[config.mk]
export PLATFORM = sky130hd
export DESIGN_NAME = dt_feature_sequencer_flat
export DESIGN_NICKNAME = d
export VERILOG_FILES = /design/src/rtl/dt_feature_sequencer_pkg.sv /design/src/rtl/dt_seq_if.sv /design/src/rtl/dt_seq_fifo.sv /design/src/rtl/dt_feature_sequencer.sv /design/src/flat_wrapper.sv
export SDC_FILE = /design/constraint.sdc
export NUM_CORES = 1
export LEC_CHECK = 0
export BUFFER_PORTS_ARGS = -buffer_cell sky130_fd_sc_hd__clkbuf_2
export CAP_MARGIN = 25
export CORE_MARGIN = 8
export CORE_UTILIZATION = 60
export DETAILED_ROUTE_END_ITERATION = 6
export GPL_TIMING_DRIVEN = 0
export PLACE_DENSITY = 0.86
export SYNTH_ARGS = -nofsm -noshare
export SYNTH_HDL_FRONTEND = slang
export SYNTH_HIERARCHICAL = 1
export SYNTH_SLANG_ARGS = --single-unit
[constraint.sdc]
create_clock -name clock -period 8.85 [get_ports clock]
set_input_delay 0.885 -clock clock [delete_from_list [all_inputs] [get_ports clock]]
set_output_delay 0.885 -clock clock [all_outputs]
set_load 0.005 [all_outputs]
[src/rtl/dt_feature_sequencer_pkg.sv]
// Shared definitions for the decision-tree feature sequencer.
// Data width default, FSM encodings and default timeout.
`ifndef DataWidth
`define DataWidth 8
`endif

package dt_feature_sequencer_pkg;

  localparam int DATA_W_DEF  = `DataWidth;
  localparam int TIMEOUT_DEF = 16;

  typedef enum logic [1:0] {
    ST_IDLE  = 2'd0,
    ST_ISSUE = 2'd1,
    ST_WAIT  = 2'd2,
    ST_HOLD  = 2'd3
  } seq_state_e;

endpackage

[src/rtl/dt_seq_if.sv]
// Upstream, tree-side and result-side signals of the sequencer.
// slave is the sequencer's view, master is the environment's.
interface dt_seq_if
  import dt_feature_sequencer_pkg::*;
#(
  parameter int DATA_W = DATA_W_DEF,
  parameter int TAG_W  = 4
);
  logic              in_valid_i;
  logic              in_ready_o;
  logic [DATA_W-1:0] x1_in_i;
  logic [DATA_W-1:0] x2_in_i;
  logic [DATA_W-1:0] x3_in_i;
  logic              dt_start_o;
  logic [DATA_W-1:0] dt_x1_o;
  logic [DATA_W-1:0] dt_x2_o;
  logic [DATA_W-1:0] dt_x3_o;
  logic [DATA_W-1:0] dt_y_i;
  logic              dt_y_valid_i;
  logic              res_valid_o;
  logic              res_ready_i;
  logic [DATA_W-1:0] res_y_o;
  logic [TAG_W-1:0]  res_tag_o;
  logic              res_err_o;
  logic              busy_o;

  modport slave (
    input  in_valid_i, x1_in_i, x2_in_i, x3_in_i,
    input  dt_y_i, dt_y_valid_i, res_ready_i,
    output in_ready_o, dt_start_o,
    output dt_x1_o, dt_x2_o, dt_x3_o,
    output res_valid_o, res_y_o, res_tag_o,
    output res_err_o, busy_o
  );

  modport master (
    output in_valid_i, x1_in_i, x2_in_i, x3_in_i,
    output dt_y_i, dt_y_valid_i, res_ready_i,
    input  in_ready_o, dt_start_o,
    input  dt_x1_o, dt_x2_o, dt_x3_o,
    input  res_valid_o, res_y_o, res_tag_o,
    input  res_err_o, busy_o
  );
endinterface

[src/rtl/dt_seq_fifo.sv]
// Synchronous FIFO with combinational head; push+pop on an empty
// FIFO passes din straight through so the count stays unchanged.
module dt_seq_fifo #(
  parameter int WIDTH = 28,
  parameter int DEPTH = 4
) (
  input  logic             clock,
  input  logic             reset,
  input  logic             push,
  input  logic             pop,
  input  logic [WIDTH-1:0] din,
  output logic [WIDTH-1:0] dout,
  output logic             full,
  output logic             empty
);
  localparam int AW = $clog2(DEPTH);

  logic [WIDTH-1:0] mem_q [DEPTH];
  logic [AW:0]      wr_q, wr_d;
  logic [AW:0]      rd_q, rd_d;
  logic             do_push;
  logic             do_pop;

  assign empty = (wr_q == rd_q);
  assign full  = (wr_q[AW] != rd_q[AW]) &&
                 (wr_q[AW-1:0] == rd_q[AW-1:0]);

  assign do_push = push && (!full || pop);
  assign do_pop  = pop && (!empty || push);

  assign dout = empty ? din : mem_q[rd_q[AW-1:0]];

  always_comb begin
    wr_d = wr_q;
    rd_d = rd_q;
    if (do_push) wr_d = wr_q + 1'b1;
    if (do_pop)  rd_d = rd_q + 1'b1;
  end

  always_ff @(posedge clock) begin
    if (reset) begin
      wr_q <= '0;
      rd_q <= '0;
    end else begin
      wr_q <= wr_d;
      rd_q <= rd_d;
    end
  end

  always_ff @(posedge clock) begin
    if (do_push) mem_q[wr_q[AW-1:0]] <= din;
  end
endmodule

[src/rtl/dt_feature_sequencer.sv]
// Feeds buffered feature triples to the decision tree one at a time
// and returns each tagged result, abandoning hung requests.
module dt_feature_sequencer
  import dt_feature_sequencer_pkg::*;
#(
  parameter int DATA_W     = DATA_W_DEF,
  parameter int FIFO_DEPTH = 4,
  parameter int TAG_W      = 4,
  parameter int TIMEOUT    = TIMEOUT_DEF
) (
  input  logic  clock,
  input  logic  reset,
  dt_seq_if.slave bus
);
  localparam int FW = 3*DATA_W + TAG_W;
  localparam int CW = $clog2(TIMEOUT) + 1;

  seq_state_e        state_q, state_d;
  logic [CW-1:0]     tmo_q, tmo_d;
  logic [TAG_W-1:0]  cnt_q, cnt_d;
  logic [TAG_W-1:0]  tag_q, tag_d;
  logic [DATA_W-1:0] x1_q, x1_d;
  logic [DATA_W-1:0] x2_q, x2_d;
  logic [DATA_W-1:0] x3_q, x3_d;
  logic [DATA_W-1:0] y_q, y_d;
  logic              err_q, err_d;

  logic [FW-1:0] f_din, f_dout;
  logic          f_full, f_empty;
  logic          push, pop;

  assign push  = bus.in_valid_i && !f_full;
  assign pop   = (state_q == ST_IDLE) && !f_empty;
  assign f_din = {bus.x1_in_i, bus.x2_in_i,
                  bus.x3_in_i, cnt_q};

  dt_seq_fifo #(
    .WIDTH (FW),
    .DEPTH (FIFO_DEPTH)
  ) u_fifo (
    .clock (clock),
    .reset (reset),
    .push  (push),
    .pop   (pop),
    .din   (f_din),
    .dout  (f_dout),
    .full  (f_full),
    .empty (f_empty)
  );

  always_comb begin
    state_d = state_q;
    tmo_d   = tmo_q;
    cnt_d   = push ? cnt_q + 1'b1 : cnt_q;
    tag_d   = tag_q;
    x1_d    = x1_q;
    x2_d    = x2_q;
    x3_d    = x3_q;
    y_d     = y_q;
    err_d   = err_q;
    case (state_q)
      ST_IDLE: begin
        if (!f_empty) begin
          {x1_d, x2_d, x3_d, tag_d} = f_dout;
          state_d = ST_ISSUE;
        end
      end
      ST_ISSUE: begin
        tmo_d   = '0;
        state_d = ST_WAIT;
      end
      ST_WAIT: begin
        tmo_d = tmo_q + 1'b1;
        // a valid tree answer beats an expiring timeout
        if (bus.dt_y_valid_i) begin
          y_d     = bus.dt_y_i;
          err_d   = 1'b0;
          state_d = ST_HOLD;
        end else if (tmo_d == CW'(TIMEOUT-1)) begin
          y_d     = '0;
          err_d   = 1'b1;
          state_d = ST_HOLD;
        end
      end
      ST_HOLD: begin
        if (bus.res_ready_i) state_d = ST_IDLE;
      end
      default: state_d = ST_IDLE;
    endcase
  end

  always_ff @(posedge clock) begin
    if (reset) begin
      state_q <= ST_IDLE;
      tmo_q   <= '0;
      cnt_q   <= '0;
      tag_q   <= '0;
      x1_q    <= '0;
      x2_q    <= '0;
      x3_q    <= '0;
      y_q     <= '0;
      err_q   <= 1'b0;
    end else begin
      state_q <= state_d;
      tmo_q   <= tmo_d;
      cnt_q   <= cnt_d;
      tag_q   <= tag_d;
      x1_q    <= x1_d;
      x2_q    <= x2_d;
      x3_q    <= x3_d;
      y_q     <= y_d;
      err_q   <= err_d;
    end
  end

  assign bus.in_ready_o  = !f_full;
  assign bus.dt_start_o  = (state_q == ST_ISSUE);
  assign bus.dt_x1_o     = x1_q;
  assign bus.dt_x2_o     = x2_q;
  assign bus.dt_x3_o     = x3_q;
  assign bus.res_valid_o = (state_q == ST_HOLD);
  assign bus.res_y_o     = y_q;
  assign bus.res_tag_o   = tag_q;
  assign bus.res_err_o   = err_q;
  assign bus.busy_o      = (state_q != ST_IDLE) || !f_empty;
endmodule

[src/flat_wrapper.sv]
// flat-port wrapper written by rule: the top's interface ports become plain ports
module dt_feature_sequencer_flat import dt_feature_sequencer_pkg::*;
#(
  parameter int DATA_W     = DATA_W_DEF,
  parameter int FIFO_DEPTH = 4,
  parameter int TAG_W      = 4,
  parameter int TIMEOUT    = TIMEOUT_DEF
)
  (clock, reset, bus_in_valid_i, bus_x1_in_i, bus_x2_in_i, bus_x3_in_i, bus_dt_y_i, bus_dt_y_valid_i, bus_res_ready_i, bus_in_ready_o, bus_dt_start_o, bus_dt_x1_o, bus_dt_x2_o, bus_dt_x3_o, bus_res_valid_o, bus_res_y_o, bus_res_tag_o, bus_res_err_o, bus_busy_o);
  dt_seq_if #(.DATA_W(DATA_W), .TAG_W(TAG_W)) bus_i ();
  input  logic clock;
  input  logic reset;
  input wire logic [$bits(bus_i.in_valid_i)-1:0] bus_in_valid_i;
  input wire logic [$bits(bus_i.x1_in_i)-1:0] bus_x1_in_i;
  input wire logic [$bits(bus_i.x2_in_i)-1:0] bus_x2_in_i;
  input wire logic [$bits(bus_i.x3_in_i)-1:0] bus_x3_in_i;
  input wire logic [$bits(bus_i.dt_y_i)-1:0] bus_dt_y_i;
  input wire logic [$bits(bus_i.dt_y_valid_i)-1:0] bus_dt_y_valid_i;
  input wire logic [$bits(bus_i.res_ready_i)-1:0] bus_res_ready_i;
  output wire logic [$bits(bus_i.in_ready_o)-1:0] bus_in_ready_o;
  output wire logic [$bits(bus_i.dt_start_o)-1:0] bus_dt_start_o;
  output wire logic [$bits(bus_i.dt_x1_o)-1:0] bus_dt_x1_o;
  output wire logic [$bits(bus_i.dt_x2_o)-1:0] bus_dt_x2_o;
  output wire logic [$bits(bus_i.dt_x3_o)-1:0] bus_dt_x3_o;
  output wire logic [$bits(bus_i.res_valid_o)-1:0] bus_res_valid_o;
  output wire logic [$bits(bus_i.res_y_o)-1:0] bus_res_y_o;
  output wire logic [$bits(bus_i.res_tag_o)-1:0] bus_res_tag_o;
  output wire logic [$bits(bus_i.res_err_o)-1:0] bus_res_err_o;
  output wire logic [$bits(bus_i.busy_o)-1:0] bus_busy_o;
  assign bus_i.in_valid_i = bus_in_valid_i;
  assign bus_i.x1_in_i = bus_x1_in_i;
  assign bus_i.x2_in_i = bus_x2_in_i;
  assign bus_i.x3_in_i = bus_x3_in_i;
  assign bus_i.dt_y_i = bus_dt_y_i;
  assign bus_i.dt_y_valid_i = bus_dt_y_valid_i;
  assign bus_i.res_ready_i = bus_res_ready_i;
  assign bus_in_ready_o = bus_i.in_ready_o;
  assign bus_dt_start_o = bus_i.dt_start_o;
  assign bus_dt_x1_o = bus_i.dt_x1_o;
  assign bus_dt_x2_o = bus_i.dt_x2_o;
  assign bus_dt_x3_o = bus_i.dt_x3_o;
  assign bus_res_valid_o = bus_i.res_valid_o;
  assign bus_res_y_o = bus_i.res_y_o;
  assign bus_res_tag_o = bus_i.res_tag_o;
  assign bus_res_err_o = bus_i.res_err_o;
  assign bus_busy_o = bus_i.busy_o;
  dt_feature_sequencer #(.DATA_W(DATA_W), .FIFO_DEPTH(FIFO_DEPTH), .TAG_W(TAG_W), .TIMEOUT(TIMEOUT)) u_core (.clock(clock), .reset(reset), .bus(bus_i));
endmodule
-- Yosys cells after proc, flatten, opt, wreduce, memory -nomap -nowiden
Memory sizes are Yosys's and may differ from the RTL's. A register that Yosys moved wholly into a read port is not among the register bits.
Cells that the tools add are included.
- add/sub/neg operators: 4
- bitwise gates (word level): 1
- eq/ne operators: 10
- reduce and logical (&&, ||, !) cells: 17
- multiplexer cells: 12
- operators with widths (operator ; count):
    $mux W8 ; 2
    $pmux W5 S2 ; 1
    $mux W2 ; 4
    $pmux W2 S4 ; 1
    $add A3 B1 Y3 const B ; 2
    $reduce_bool A2 Y1 ; 3
    $add A5 B1 Y5 const B ; 1
    $eq A5 B4 Y1 const B ; 1
    $logic_and A1 B1 Y1 ; 5
    $add A4 B1 Y4 const B ; 1
    $eq A2 B2 Y1 const B ; 2
    $mux W1 ; 4
    $ne A2 B2 Y1 const B ; 2
    $reduce_and A2 Y1 ; 2
    $eq A3 B3 Y1 ; 1
    $logic_or A1 B1 Y1 ; 3
    $ne A3 B2 Y1 const B ; 1
    $reduce_and A3 Y1 ; 1
    $eq A2 B1 Y1 const B ; 1
    $eq A2 B2 Y1 ; 1
    $logic_not A1 Y1 ; 2
    $logic_not A2 Y1 ; 1
    $ne A1 B1 Y1 ; 1
    $not A1 Y1 ; 1
- RAM bits: 112
- register bits after elaboration: 26
- logic and storage cells: 52
- output and inout bits: 41
- memories: 1
- bits of input ports: 37
- memories (name ; words ; width ; read ports ; clocked after Yosys merged registers in ; wr ports ; RTL line ; source):
    u_core.u_fifo.mem_q ; 4 ; 28 ; 1 ; 1 ; 1 ; dt_seq_fifo.sv:18 ; logic [WIDTH-1:0] mem_q [DEPTH];

-- Logic depth before layout (Yosys ltp)
Gate-level depths: netlist (run 1).
- depth after elaboration: 7
- depth in mapped cells: 11
- gate-level depth less buffers: 8

-- By module
Netlist (run 1), hierarchy kept.
- by module, submodules not included (module ; seq. area each (um^2) ; area each (um^2) ; cells each ; instances):
    dt_seq_fifo ; 3523.4 ; 4956.0 ; 230 ; 1
    dt_feature_sequencer ; 960.9 ; 1960.6 ; 238 ; 1

-- Worst setup path before layout (run 1)
OpenSTA, ideal clock, no wires.
- path kind: register -> register
- from: reg u_core.u_fifo.wr_q[1]
- to: reg u_core.u_fifo.wr_q[2]
- buffers on the path: 3
- data arrival time: 3.612 ns
- stages on the path, launching flop included: 12
- clock period less this slack: 3.737 ns
- data required time: 8.725 ns
- slack: 5.113 ns
- cells stage by stage: dfxtp_1 xnor2_2 nand3_1 buf_6 buf_6 inv_1 nand2b_1 inv_1 clkbuf_1 inv_1 a41oi_1 mux2_2
- word-level cells in the longest chain between the ends: 5
- RTL lines (what ; RTL line ; source):
    start: declaration ; dt_seq_fifo.sv:19 ; logic [AW:0] wr_q, wr_d;
    start signal: assignment ; dt_seq_fifo.sv:45 ; wr_q <= wr_d;
    $eq A3 B3 Y1 ; dt_seq_fifo.sv:24 ; assign empty = (wr_q == rd_q);
    via u_core.f_empty ; dt_feature_sequencer.sv:29 ; logic f_full, f_empty;
    $logic_not A1 Y1 ; dt_feature_sequencer.sv:33 ; assign pop = (state_q == ST_IDLE) && !f_empty;
    $logic_and A1 B1 Y1 ; dt_feature_sequencer.sv:33 ;
    via u_core.pop ; dt_feature_sequencer.sv:30 ; logic push, pop;
    $logic_or A1 B1 Y1 ; dt_seq_fifo.sv:28 ; assign do_push = push && (!full || pop);
    $logic_and A1 B1 Y1 ; dt_seq_fifo.sv:28 ;
The timed path passes the listed nets, and every way through them passes these cells.
A chain may end at the register's enable or synchronous reset.

-- Final worst setup path (run 1)
- from: reg u_core.u_fifo.wr_q[0]
- to: mem u_core.u_fifo.mem_q[2][3], enable pin
- word-level cells in the longest chain between the ends: 7
- RTL lines (what ; RTL line ; source):
    $eq A3 B3 Y1 ; dt_seq_fifo.sv:24 ;
    via u_core.f_empty ; dt_feature_sequencer.sv:29 ;
    $logic_not A1 Y1 ; dt_feature_sequencer.sv:33 ;
    $logic_and A1 B1 Y1 ; dt_feature_sequencer.sv:33 ;
    via u_core.pop ; dt_feature_sequencer.sv:30 ;
    $logic_or A1 B1 Y1 ; dt_seq_fifo.sv:28 ;
    $logic_and A1 B1 Y1 ; dt_seq_fifo.sv:28 ;
    $mux W1 ; dt_seq_fifo.sv:51 ; if (do_push) mem_q[wr_q[AW-1:0]] <= din;
    $mux W1 (not written as such) ; dt_seq_fifo.sv:51 ;
    end: declaration ; dt_seq_fifo.sv:18 ;
The timed path passes the listed nets, and every way through them passes these cells.

==> results of run 1 <==
-- per-stage QoR --
step	power [mW]	util (%)	std cells	cell area (um2)	worst slack, ns
after detailed placement	1.59	66.8	690	7560	4.91
after floorplan	1.39	-	468	6920	5.11
final	2.31	72.1	722	8170	4.92
after global placement	1.55	66.1	688	7480	3.50
after CTS	2.32	72.1	722	8170	4.89
after global routing	2.41	72.1	722	8170	4.67
-- worst max-delay path: stages, from the launching register on --
cell and delay (ns):
dfxtp_1 0.45, xnor2_2 0.16, nand3_1 0.18, buf_6 0.18, buf_6 0.20, inv_1 0.07, nand2b_1 0.18, inv_1 0.08
clkbuf_1 0.48, inv_1 0.21, a41oi_1 0.42, and2_1 0.74, buf_16 0.24
-- power by group --
group          switching (mW)  internal [mW]  leakage [nW]
clock                   0.293          0.441         0.306
sequential             0.0506          0.933          1.48
combinational           0.323          0.271          1.27
-- synthesized netlist by cell type (all sizes together), types with 4 or more instances --
master	instances	area share [%]
o21ai	13	0.99
dfxtp	56	16
nand2	74	4.0
nor2	15	0.81
clkbuf	7	0.40
edfxtp	112	49
mux4	28	9.5
buf	15	1.6
inv	14	0.76
mux2i	4	0.58
xnor2	4	0.72
nor2b	5	0.49
a21oi	33	2.4
mux2	33	5.9
ha	13	2.4
a41oi	4	0.51
nand2b	15	1.4
-- cells by family after synthesis --
group / Yosys count / share of synthesized area (%)
muxes: 65 / 15.9
xor gates and xnor gates: 7 / 1.10
and+or+nand+nor: 123 / 8.19
buffers and inverters: 36 / 2.73
DFF: 168 / 64.8
AOI/OAI and AO/OA: 56 / 4.85
adders and majority gates: 13 / 2.35
-- flip-flops by register name, summed over array words and instances, names as in the netlist, 3 cells and up, named ones only --
name                  count
u_core/bus.dt_x3_o        8
u_core/u_fifo/wr_q        3
u_core/tmo_q              5
u_core/cnt_q              4
u_core/bus.dt_x2_o        8
u_core/bus.res_y_o        8
u_core/bus.res_tag_o      4
u_core/bus.dt_x1_o        8
u_core/u_fifo/rd_q        3
u_core/u_fifo/mem_q     112
-- layout by cell type, fill, tap and decap left out, types with 7 or more instances in the layout --
master | synthesis | routed
edfxtp_1 | 112 | 112
ha_1 | 13 | 13
mux2_4 | 9 | 9
clkbuf_2 | 1 | 78
clkbuf_16 | 0 | 20
o21ai_0 | 10 | 10
mux4_2 | 21 | 21
buf_2 | 9 | 9
inv_1 | 13 | 13
clkbuf_1 | 6 | 7
mux2_2 | 24 | 24
nor2_1 | 15 | 15
dfxtp_1 | 56 | 56
a21oi_1 | 33 | 33
mux4_1 | 7 | 7
nand2b_1 | 15 | 15
nand2_1 | 74 | 74
-- layer usage --
layer | GRT usage (%) | vias to the layer above | part of all wire, %
li1 | - | 1918 | -
met5 | 0 | - | 0
met3 | 5.07 | 19 | 6.1
met1 | 24.3 | 2056 | 40
met2 | 36.5 | 153 | 53
met4 | 7.67 | 0 | 1.4
-- layout make-up --
| class | instances | area (um2) | area share (%) |
|---|---|---|---|
| buffer | 22 | 136 | 1.67 |
| inverter | 14 | 52.6 | 0.644 |
| sequential | 168 | 4480 | 54.9 |
| timing repair buffer | 79 | 440 | 5.39 |
| clock buffer | 25 | 559 | 6.85 |
| multi-input combinational | 264 | 2260 | 27.7 |
| clock inverter | 7 | 48.8 | 0.598 |
| tap | 143 | 179 | 2.19 |
-- how the worst max path moves through the flow --
stage                               start                          to  slack, ns
floorplan           u_core/u_fifo/wr_q[1]       u_core/u_fifo/wr_q[2]       5.11
global placement    u_core/u_fifo/wr_q[1]       u_core/u_fifo/wr_q[2]       3.50
detailed placement  u_core/u_fifo/wr_q[0]  u_core/u_fifo/mem_q[2][25]       4.91
CTS                 u_core/u_fifo/wr_q[0]  u_core/u_fifo/mem_q[2][24]       4.89
global route        u_core/u_fifo/wr_q[0]  u_core/u_fifo/mem_q[2][24]       4.67
finish              u_core/u_fifo/wr_q[0]   u_core/u_fifo/mem_q[2][3]       4.92
==> impl_metrics.json, run 1 <==
{
  "status": "finished, final reports clean",
  "slew-limit-headroom_pct": 41.4,
  "port_buffers": 77,
  "async_reset_ff_share_pct": 0,
  "rr_worst_depth": 12,
  "min_period_ns": 3.93,
  "core_mm2": 0.0113,
  "synth.distinct_cells": 44,
  "clock_path_buffers": 2,
  "path_class": "register to register",
  "maxSlewViolCount": 0,
  "start_util_pct": 61.1,
  "rsz0062_at_grt": "false",
  "grt_pass1_vias": 4499,
  "syn_nets": 518,
  "grt_pass1_wl_mm": 23.5,
  "htree_num_levels": 4,
  "cts_tree": "yes",
  "clk_pin_slew_ns": 0.06,
  "seq_area_frac_synth_pct": 64.8,
  "whs_ns": 0.457,
  "power_density_mw_per_mm2": 283,
  "r2r_setup_slack_ns": 4.92,
  "antennaDiodeCount": 0,
  "final_antenna_net_count": 0,
  "grt_max_degree": 29,
  "max_freq_mhz": 255,
  "maxCapViolations": 0,
  "setup_violations": 0,
  "clk_latency_ns": 0.42,
  "core.rowCount": 39,
  "netlist_instances": 468,
  "synth_flop_cell": "edfxtp_1",
  "grt_usage_pct": 20.8,
  "cts_sinks": 168,
  "fillers": 686,
  "hold_viol_final": 0,
  "ctsResizeCount": 0,
  "synth_edf_count": 112,
  "wire_per_inst_um": 20.6,
  "synth-seq-cells": 168,
  "wirelength_mm": 14.9,
  "syn_to_final_growth_pct": 18.1,
  "tightest_slew_ns": 0.877,
  "syn_avg_cell_area_um2": 14.8,
  "dpl.hpwl_mm": 9.62,
  "drive_gt1_share_pct": 33.2,
  "die_h_um": 123,
  "dieArea_mm2": 0.0152,
  "cp-start-kind": "register",
  "fin_crit_sh_pct": 44.4,
  "overflow": 0,
  "ios": 78,
  "min_to": "u_core/bus.dt_x2_o[5]",
  "antenna_found_initial": 0,
  "cts_hold_buf": 0,
  "tns_ns": 0,
  "critical_path_required_ns": 8.97,
  "cts_made_buffers": 17,
  "ir_drop_mv": 0.154,
  "cts_root_buf": "clkbuf_16",
  "place_congestion": 0.796,
  "synth_warnings": 6,
  "postCtsSetupRepairBufs": 0,
  "crit_arrival_ns": 4.05,
  "hold_path.class": "register to register",
  "vias": 4146,
  "via_per_inst": 5.74,
  "drc": 0,
  "skew_ns": 0.00721,
  "fin_nets": 616,
  "crit_path_end_kind": "register",
  "worst_r2r_endpoint": "u_core/u_fifo/mem_q[2][3]",
  "crit_fanout": 16,
  "leakage_nw": 3.05,
  "firstDrtPassIters": 5,
  "timing.rr.start": "u_core/u_fifo/wr_q[0]",
  "synth_area_mm2": 0.00692,
  "die_w_um": 123,
  "hold_depth": 2,
  "hp-start": "u_core/bus.dt_x2_o[5]",
  "first_iter_violations": 419
}
Note: power is estimated with default switching activity, not from simulation.
==> run 2, diff against run 1 <==
Settings changed: CORE_UTILIZATION 60 to 58, PLACE_DENSITY 0.86 to 0.84.
Clock period 8.85 ns to 3.8 ns, I/O delays scaled along.
==> run 2 against run 1 <==
Non-clock buffer count fell by 1. Core utilization fell by 3.5 points. Count of clock-buffer cells in the layout fell by 3. Largest power group unchanged. Highest routed layer unchanged.
==> impl_metrics.json, run 2 (synthesized netlist as in run 1, its figures left out) <==
{
  "status": "finished, final reports clean",
  "slew-limit-headroom_pct": 48.0,
  "setup_violations": 0,
  "dpl.hpwl_mm": 9.33,
  "crit_fanout": 28,
  "antennaDiodeCount": 0,
  "skew_ns": 0.0130,
  "cts_made_buffers": 17,
  "core.rowCount": 40,
  "port_buffers": 77,
  "hold_path.class": "primary input to register",
  "syn_to_final_growth_pct": 17.1,
  "ios": 78,
  "cts_root_buf": "clkbuf_16",
  "hold_depth": 3,
  "maxSlewViolCount": 0,
  "fin_util_pct": 68.6,
  "die_w_um": 125,
  "fin_ws_ns": 0.243,
  "pre_cts_ws_ns": -0.108,
  "wire_per_inst_um": 20.1,
  "ir_drop_mv": 0.324,
  "layout_common_cells": "edfxtp_1, clkbuf_2, nand2_1",
  "critical_path_required_ns": 3.86,
  "path_class": "register to register",
  "maxCapViolations": 0,
  "tightest_slew_ns": 0.778,
  "largest_reg_flops": 112,
  "leakage_nw": 3.01,
  "overflow": 0,
  "crit_arrival_ns": 3.62,
  "place_congestion": 0.795,
  "max_freq_mhz": 281,
  "dieArea_mm2": 0.0157,
  "drive_gt1_share_pct": 32.6,
  "finalPower_mw": 5.29,
  "grt_pass1_wl_mm": 23.6,
  "power_density_mw_per_mm2": 652,
  "final_common_cell": "edfxtp_1",
  "crit_path_end_kind": "register",
  "clk_pin_slew_ns": 0.06,
  "wirelength_mm": 14.6,
  "cts_hold_buf": 0,
  "fin_nets": 616,
  "htree_num_levels": 4,
  "cp-start-kind": "register",
  "core_mm2": 0.0118,
  "first_iter_violations": 433,
  "firstDrtPassIters": 4,
  "final_antenna_net_count": 0,
  "die_h_um": 125,
  "start_util_pct": 58.6,
  "grt_pass1_vias": 4563,
  "cts_sinks": 168,
  "antenna_found_initial": 0,
  "vias": 4152,
  "clock_path_buffers": 2,
  "grt_usage_pct": 19.4,
  "clk_latency_ns": 0.43,
  "drc": 0,
  "grt_max_degree": 29,
  "cts_tree": "yes",
  "postCtsSetupRepairBufs": 0,
  "fin_crit_sh_pct": 93.6,
  "rr_worst_depth": 11,
  "tns_ns": 0,
  "min_period_ns": 3.56,
  "via_per_inst": 5.72,
  "hold_viol_final": 0
}
[run 2: per-stage QoR]
| stage | area, um2 | hold WS (ns) | instances |
|---|---|---|---|
| floorplan | 6920 | 0.449 | 468 |
| global placement | 7490 | 0.442 | 692 |
| detailed placement | 7540 | 0.450 | 693 |
| CTS | 8080 | 0.142 | 725 |
| global route | 8100 | 0.163 | 726 |
| finish | 8100 | 0.163 | 726 |
[run 2: worst max-delay path, stage by stage, from the launching register on]
cell and delay [ns]:
dfxtp_1 0.45, xnor2_2 0.20, nand3_1 0.20, buf_6 0.20, buf_6 0.20, inv_1 0.07, nand2b_1 0.18, inv_1 0.09
clkbuf_1 0.45, inv_1 0.23, a41oi_2 0.39, and2_4 0.52
[run 2: layer usage]
layer / up-vias / track usage (%) / part of all wire, % / wire length (um)
met5: - / 0 / 0 / 0
met4: 0 / 8.81 / 1.3 / 193
met3: 15 / 5.91 / 8.6 / 1250
met2: 159 / 31.6 / 50 / 7270
met1: 2060 / 23.3 / 40 / 5880
li1: 1918 / - / - / -
[run 2: area by class of cell]
type / instances / area (um2)
Buffer: 22 / 136
Timing Repair Buffer: 78 / 413
Sequential cell: 168 / 4480
Inverter: 14 / 52.6
Clock inverter: 10 / 104
Clock buffer: 22 / 444
Multi-Input combinational cell: 265 / 2280
Fill cell: 782 / 3710
Tap cell: 147 / 184
[run 2: power by group]
group          internal [mW]  switching [mW]  leakage [nW]  total, mW
Sequential              2.17           0.114          1.48       2.29
Combinational          0.634           0.753          1.26       1.39
Clock                  0.958           0.655         0.265       1.61
Total                   3.76            1.52          3.01       5.29
[run 2: what timing repair did]
item	4_1_cts	5_1_grt
gates cloned	0	1
endpoints found under the setup margin	84	84
pin swaps	0	1
resized for setup	0	4
[run 2: final timing paths]
path                         start  slack (ns)                    endpoint
max reg2reg  u_core/u_fifo/wr_q[1]        0.24  u_core/u_fifo/mem_q[1][20]
min reg2reg  u_core/bus.dt_x1_o[6]        0.46       u_core/bus.dt_x1_o[6]
max          u_core/u_fifo/wr_q[1]        0.24  u_core/u_fifo/mem_q[1][20]
min                  bus_dt_y_i[5]        0.16       u_core/bus.res_y_o[5]
